## config.mk

```make
export PLATFORM = sky130hd
export DESIGN_NAME = reg_file_output
export DESIGN_NICKNAME = d
export VERILOG_FILES = /design/src/rtl/reg_file_output.sv
export SDC_FILE = /design/constraint.sdc
export NUM_CORES = 2
export LEC_CHECK = 0
export BUFFER_PORTS_ARGS = -buffer_cell sky130_fd_sc_hd__buf_2
export CAP_MARGIN = 20
export CORE_AREA = 10 10 404 406
export CTS_CLUSTER_SIZE = 8
export DETAILED_ROUTE_END_ITERATION = 10
export DIE_AREA = 0 0 414 416
export PLACE_DENSITY = 0.58
export SLEW_MARGIN = 40
export SYNTH_ARGS = -nofsm -noshare
export SYNTH_HDL_FRONTEND = slang
export SYNTH_SLANG_ARGS = --single-unit
```

## constraint.sdc

```tcl
create_clock -name clk -period 2.9 [get_ports clk]
set_input_delay 0.435 -clock clk [delete_from_list [all_inputs] [get_ports clk]]
set_output_delay 0.435 -clock clk [all_outputs]
set_load 0.03 [all_outputs]
```

## src/rtl/reg_file_output.sv

```systemverilog
// reg_file_output: parallel-to-serial unloader. Captures a flattened vector
// of N_REG signed words and streams it out two words per beat over a
// valid/ready interface, in the same word order the 2-per-cycle shift-in
// register file expects.
module reg_file_output #(
  parameter int WIDTH = 32,
  parameter int N_REG = 31
) (
  input  logic                    clk,
  input  logic                    rst,
  input  logic                    in_valid,
  output logic                    in_ready,
  input  logic [WIDTH*N_REG-1:0]  all_inputs,
  output logic                    out_valid,
  input  logic                    out_ready,
  output logic signed [WIDTH-1:0] out_1,
  output logic signed [WIDTH-1:0] out_2,
  output logic                    out_2_valid,
  output logic                    out_last,
  output logic                    done
);

  localparam int BEATS = (N_REG + 1) / 2;
  localparam int CNT_W = $clog2(BEATS + 1);
  localparam logic [CNT_W-1:0] LAST_CNT = CNT_W'(BEATS - 1);
  localparam bit N_ODD = (N_REG % 2) == 1;

  typedef enum logic {
    IDLE = 1'b0,
    SEND = 1'b1
  } state_e;

  state_e                   state_q, state_d;
  // Word n lives at bits [(n+1)*WIDTH-1 : n*WIDTH]; shifting right by two
  // words moves reg_f[i+2] into reg_f[i] and zero-fills the top two slots.
  logic [WIDTH*N_REG-1:0]   reg_f_q, reg_f_d;
  logic [CNT_W-1:0]         cnt_q, cnt_d;
  logic                     done_q, done_d;
  logic                     beat_acc;
  logic                     load;

  // Stream outputs and the upstream handshake, all decoded from state/cnt.
  // The out_ready -> in_ready path is combinational so a new vector can be
  // taken on the final beat with no bubble.
  always_comb begin
    out_valid   = (state_q == SEND);
    out_last    = out_valid && (cnt_q == LAST_CNT);
    in_ready    = (state_q == IDLE) || (out_last && out_ready);
    out_1       = signed'(reg_f_q[WIDTH-1:0]);
    out_2       = (N_ODD && out_last) ? '0 : signed'(reg_f_q[2*WIDTH-1:WIDTH]);
    out_2_valid = out_valid && !(out_last && N_ODD);
    done        = done_q;
    beat_acc    = out_valid && out_ready;
    load        = in_valid && in_ready;
  end

  // Next-state: load in IDLE, shift per accepted beat in SEND, reload or
  // return to IDLE on the final beat.
  always_comb begin
    // NOTE: every signal gets a default before the case so no path leaves
    // one unassigned; that is what keeps this block free of latches.
    state_d = state_q;
    reg_f_d = reg_f_q;
    cnt_d   = cnt_q;
    done_d  = 1'b0;
    case (state_q)
      IDLE: begin
        if (load) begin
          reg_f_d = all_inputs;
          cnt_d   = '0;
          state_d = SEND;
        end
      end
      SEND: begin
        if (beat_acc) begin
          if (out_last) begin
            done_d = 1'b1;
            if (load) begin
              reg_f_d = all_inputs;
              cnt_d   = '0;
            end else begin
              state_d = IDLE;
            end
          end else begin
            reg_f_d = reg_f_q >> (2 * WIDTH);
            cnt_d   = cnt_q + 1'b1;
          end
        end
      end
      default: state_d = IDLE;
    endcase
  end

  // State, data and counter registers with synchronous reset.
  always_ff @(posedge clk) begin
    if (rst) begin
      state_q <= IDLE;
      // NOTE: the data register is reset too, so out_1/out_2 read zero
      // after reset and a half-sent vector is never exposed again.
      reg_f_q <= '0;
      cnt_q   <= '0;
      done_q  <= 1'b0;
    end else begin
      // NOTE: non-blocking assignments here so every flop samples the
      // pre-edge value of the others regardless of statement order.
      state_q <= state_d;
      reg_f_q <= reg_f_d;
      cnt_q   <= cnt_d;
      done_q  <= done_d;
    end
  end

endmodule
```

# Word level (Yosys, flattened, before mapping)
# Cells that the tools add are included.
[classes] n_addsub=1 n_eq_ne=2 n_mux=14 bitwise=2 n_reduce_logical=8
[ops] cell="$mux W992" n=3
[ops] cell="$pmux W992 S2" n=1
[ops] cell="$mux W32" n=1
[ops] cell="$mux W5" n=3
[ops] cell="$pmux W5 S2" n=1
[ops] cell="$add A5 B1 Y5 const B" n=1
[ops] cell="$eq A5 B4 Y1 const B" n=1
[ops] cell="$logic_and A1 B1 Y1" n=5
[ops] cell="$mux W1" n=4
[ops] cell="$reduce_or A3 Y1" n=1
[ops] cell="$ne A2 B1 Y1 const B" n=1
[ops] cell="$not A1 Y1" n=2
[ops] cell="$pmux W1 S2" n=1
[ops] cell="$logic_not A1 Y1" n=1
[ops] cell="$logic_or A1 B1 Y1" n=1
[word_totals] ff_bits=999 input_bits=996 elab_cells=31

# Longest topological paths before layout
[depth] ltp_word=9 mapped_depth=12 mapped_depth_nobuf=8

# Worst setup path before layout
# No wires, ideal clock.
[synth_timing] path_type="register -> output" from="register cnt_q[0]" to="output out_2[23]" arrival_time_ps=2244 required_time_ps=2465 path_slack_ps=221 path_stages_with_launch=12 n_path_buf=6 path_cell_list="dfxtp_1 -> ha_1 -> and3_1 -> ha_1 -> buf_4 -> buf_6 -> buf_6 -> buf_2 -> buf_2 -> nand2_1 -> clkbuf_1 -> and2_1"
[synth_between] elab_chain_len=3
[synth_lines] element="start, declared" line_no="37" text="logic [CNT_W-1:0] cnt_q, cnt_d;"
[synth_lines] element="start signal, assigned" line_no="108" text="cnt_q <= cnt_d;"
[synth_lines] element="$eq A5 B4 Y1" line_no="47" text="out_last = out_valid && (cnt_q == LAST_CNT);"
[synth_lines] element="$logic_and A1 B1 Y1" line_no="47"
[synth_lines] element="$mux W32" line_no="50" text="out_2 = (N_ODD && out_last) ? '0 : signed'(reg_f_q[2*WIDTH-1:WIDTH]);"
[synth_lines] element="end, declared" line_no="17" text="output logic signed [WIDTH-1:0] out_2,"
# Every way passes these cells.

# Worst setup path in the final report
[layout_timing] from="register cnt_q[0]" to="output out_2[21]"
# Same word-level chain as after synthesis.

==> run_summary.xml <==
<?xml version="1.0" encoding="UTF-8"?>
<metrics>
  <group name="run_status">
    <metric name="status" unit="">finished, final reports clean</metric>
  </group>
  <group name="global_routing">
    <metric name="grt_max_degree" unit="">168</metric>
    <metric name="global_route_wire_length_before_repair" unit="µm">399200</metric>
    <metric name="grt_overflow" unit="">0</metric>
    <metric name="grt_pass1_vias" unit="">58929</metric>
    <metric name="antenna_found_initial" unit="">222</metric>
    <metric name="global_route.usage.total" unit="%">30.18</metric>
  </group>
  <group name="timing">
    <metric name="max_freq" unit="MHz">354.3</metric>
    <metric name="hold_violations" unit="">0</metric>
    <metric name="final-setup-viol-count" unit="">0</metric>
    <metric name="rsz0062_at_grt" unit="">false</metric>
    <metric name="final_max_slew_viol_count" unit="">0</metric>
    <metric name="final.min_clock_period" unit="ns">2.823</metric>
    <metric name="worst_pin_slew" unit="ns">0.9417</metric>
    <metric name="final.setup_skew" unit="ns">0.02301</metric>
    <metric name="setup_total_negative_slack" unit="ns">0</metric>
    <metric name="max_slew_margin" unit="%">37.22</metric>
    <metric name="timing.final.crit_share" unit="%">97.33</metric>
  </group>
  <group name="logic_synthesis">
    <metric name="synth.area.mux_share" unit="%">11.89</metric>
    <metric name="synthesis.area_per_instance" unit="µm²">7.353</metric>
    <metric name="most_area_consuming_cells_after_synthesis" unit="">dfxtp_1 34%, mux2i_1 12%, a221oi_1 10%, nor2_1 9.4%, o21ai_0 8.0%</metric>
    <metric name="postSynth.asyncResetShare" unit="%">0</metric>
    <metric name="synth_top_family_by_area" unit="">compound AO/OA/AOI/OAI gates</metric>
    <metric name="netlist.area_leader.share" unit="%">34.48</metric>
    <metric name="synth_compound_area_share" unit="%">25.02</metric>
    <metric name="synth_nets" unit="">8887</metric>
    <metric name="syn_area" unit="mm²">0.05801</metric>
    <metric name="arithmetic_cell_share_of_the_synthesized_area_counting_full_adders_half_adders_and_majority_gates" unit="%">0.04314</metric>
    <metric name="synth.ff_latch_count" unit="">999</metric>
    <metric name="number_of_flops_mapped_to_enable_cells_by_yosys" unit="">0</metric>
    <metric name="synth_cell_types" unit="">34</metric>
    <metric name="netlist.top_cell.by_area" unit="">dfxtp_1</metric>
    <metric name="yosys_warnings" unit="">0</metric>
    <metric name="top_flip_flop_cell_by_instance_count_after_synthesis" unit="">dfxtp_1</metric>
    <metric name="synth-simple-area-share" unit="%">21.88</metric>
    <metric name="synthXorXnorAreaFrac" unit="%">0</metric>
    <metric name="netlist_instances" unit="">7889</metric>
    <metric name="fraction_of_the_yosys_area_taken_by_sequential_cells" unit="%">34.48</metric>
  </group>
  <group name="clocking">
    <metric name="root_buffer" unit="">clkbuf_16</metric>
    <metric name="cts-htree-levels" unit="">4</metric>
    <metric name="tritoncts_clock_tree" unit="">yes</metric>
    <metric name="clockBufferDepth" unit="">3</metric>
    <metric name="clock_insertion_delay_worst_skew" unit="ns">0.78</metric>
    <metric name="worst_setup_hold_path_clk_slew" unit="ns">0.05</metric>
    <metric name="numClockSinks" unit="">999</metric>
    <metric name="cts_buffers" unit="">144</metric>
  </group>
  <group name="floorplanning">
    <metric name="chip_height" unit="µm">416</metric>
    <metric name="placementRows" unit="">145</metric>
    <metric name="coreArea" unit="mm²">0.1553</metric>
    <metric name="die_width" unit="µm">414</metric>
    <metric name="boundaryPins" unit="">1065</metric>
    <metric name="die-area" unit="mm²">0.1722</metric>
    <metric name="floorplan.initialDensity" unit="%">37.35</metric>
  </group>
  <group name="drt">
    <metric name="num_vias" unit="">63955</metric>
    <metric name="wire_per_inst" unit="µm">26.15</metric>
    <metric name="dr.first_iter.drc_count" unit="">7013</metric>
    <metric name="routed_wirelength" unit="µm">279900</metric>
    <metric name="drt_pre_antenna_iters" unit="">6</metric>
    <metric name="postRouteAntennaNets" unit="">0</metric>
    <metric name="number_of_remaining_drc_errors" unit="">0</metric>
    <metric name="route.detailed.vias_per_inst" unit="">5.976</metric>
  </group>
  <group name="worst_setup_path">
    <metric name="worstPathCellList" unit="">ha_4, and3_4, ha_4, nand2_8, buf_12, and2_1, buf_2</metric>
    <metric name="maximum_net_fanout_on_the_critical_path" unit="">5</metric>
    <metric name="path_class" unit="">register to primary output</metric>
    <metric name="cpLargestDelayFamily" unit="">simple AND/OR/NAND/NOR gates</metric>
    <metric name="worst_path_max_delay_cell" unit="">dfxtp_4</metric>
    <metric name="crit_path_frequent_cell" unit="">ha_4</metric>
    <metric name="crit_path_end_kind" unit="">primary output</metric>
    <metric name="timing.critical_path.arrival" unit="ns">2.39</metric>
    <metric name="worst-path-buf-inv" unit="">2</metric>
    <metric name="timing.critical_path.from_type" unit="">register</metric>
    <metric name="worst_path_largest_cell_delay" unit="ns">0.36</metric>
    <metric name="cp.required" unit="ns">2.47</metric>
  </group>
  <group name="placement">
    <metric name="place.detailed.hpwl" unit="µm">198900</metric>
    <metric name="place.port_buffers" unit="">1064</metric>
    <metric name="routabilityCongestion" unit="">0.9130</metric>
    <metric name="area_of_placed_instances" unit="mm²">0.06464</metric>
  </group>
  <group name="flow_run">
    <metric name="drv_cap" unit="">0</metric>
  </group>
  <group name="final_layout">
    <metric name="final_cell_area" unit="mm²">0.07017</metric>
    <metric name="area_growth" unit="%">20.97</metric>
    <metric name="final_layout_size_suffix_gt1_share" unit="%">16.81</metric>
    <metric name="final_net_count" unit="">9481</metric>
  </group>
  <group name="power">
    <metric name="switching_power" unit="mW">11.52</metric>
    <metric name="power.leakage" unit="nW">27.66</metric>
    <metric name="sequentialPowerShare" unit="%">41.1</metric>
    <metric name="power.density_cell_area" unit="mW/mm²">542.5</metric>
    <metric name="internal-power" unit="mW">26.55</metric>
    <metric name="power.switching_fraction" unit="%">30.25</metric>
    <metric name="share_comb_of_total_power" unit="%">17.2</metric>
    <metric name="ir_drop" unit="mV">0.5177</metric>
    <metric name="clock_network_power_share" unit="%">41.7</metric>
    <metric name="totalPowerFinal" unit="mW">38.07</metric>
  </group>
  <group name="worst_hold_path">
    <metric name="hold_path.class" unit="">input pin to register</metric>
  </group>
</metrics>
## power by group through the flow
stage          Sequential [mW]  Clock [mW]  Combinational, mW
2_1_floorplan             15.4           0               4.14
3_3_place_gp              15.9           0               6.20
3_5_place_dp              15.9           0               6.32
4_1_cts                   15.6        16.1               6.48
5_1_grt                   15.7        16.5               7.13
6_report                  15.7        15.9               6.55
## Yosys cell counts (2+ instances only)
cell type  instances
nor2_1          1453
dfxtp_1          999
o21ai_0          929
nand2_1          928
nand3_1          690
a221oi_1         689
mux2i_1          689
clkbuf_1         514
buf_2            245
o22ai_1          237
o21a_1           236
buf_1            109
a22oi_1           63
buf_4             35
and2_1            34
a21oi_1            7
nor3_1             4
buf_6              3
inv_1              3
nand2b_1           3
nand3b_1           3
ha_1               2
inv_2              2
o21ai_2            2
## tightest hold or removal path, delay by kind of cell
kind | cells | cell delay, ns
compound gates | 3 | 0.28
buf+inv | 1 | 0.08
## metrics by stage
stage,utilization (%),setup slack (ns),cells,hold slack (ns)
6_report,45.19,0.07731,10702,0.04247
5_1_grt,45.13,0.004591,10666,0.03989
4_1_cts,44.95,0.02541,10565,0.0006800
3_5_place_dp,41.63,0.4676,10283,0.4419
3_3_place_gp,41.57,0.4505,10280,0.4397
2_1_floorplan,-,0.2206,7889,0.4254
## path summary, 6_finish.rpt
| kind | to | slack [ns] | startpoint | cells past startpoint |
|---|---|---|---|---|
| min reg2reg | reg_f_q[422] | 0.46 | reg_f_q[486] | 2 |
| max | out_2[21] | 0.08 | cnt_q[0] | 7 |
| max reg2reg | reg_f_q[732] | 0.32 | cnt_q[0] | 10 |
| min | reg_f_q[773] | 0.04 | all_inputs[773] | 4 |
## layer usage
metal  GRT usage, %  share of wire (%)
met4          19.53                6.5
met2          48.34                 47
met5              0               0.22
met3          6.947                7.5
met1          36.26                 39
## cells by family (layout without fill, tap and decap cells)
logic type | count (synthesis) | in the layout
buffers and inverters | 912 | 1531
muxes | 689 | 689
DFF | 999 | 999
other | 0 | 136
adders and majority gates | 2 | 2
AOI/OAI and AO/OA | 2168 | 2168
and+or+nand+nor | 3119 | 3119
## timing repair
item | 4_1_cts | 5_1_grt
gates resized for setup | 19 | 1
hold buffers | 104 | 0
setup buffers | 4 | 0
hold endpoints to repair | 118 | 0
gates cloned | 3 | 0
setup endpoints to repair | 34 | 13
pin swaps | 1 | 1
## layout by cell type (no fill, tap or decap), types with 136 or more instances in the layout
| cell type | netlist | routed |
|---|---|---|
| clkbuf_16 | 0 | 150 |
| diode_2 | 0 | 136 |
| nor2_1 | 1453 | 1452 |
| o21ai_0 | 929 | 929 |
| a221oi_1 | 689 | 689 |
| dfxtp_1 | 999 | 996 |
| nand2_1 | 928 | 927 |
| o22ai_1 | 237 | 237 |
| mux2i_1 | 689 | 689 |
| o21a_1 | 236 | 236 |
| nand3_1 | 690 | 690 |
| buf_2 | 245 | 1057 |
## area by class of cell
cell class                      count  area, µm²
Timing Repair Buffer             1354       9061
Antenna cell                      136      340.3
Clock inverter                     11      145.1
Tap cell                         2058       2575
Sequential cell                   999      20010
Fill cell                       15836      85120
Inverter                            6      32.53
Multi-Input combinational cell   5978      34210
Clock buffer                      160       3801
## flip-flops by register name, summed over array words and instances, names as in the netlist
signal     cells
done           1
cnt_q          5
out_valid      1
reg_f_q      992
(Power assumes the default switching activity.)
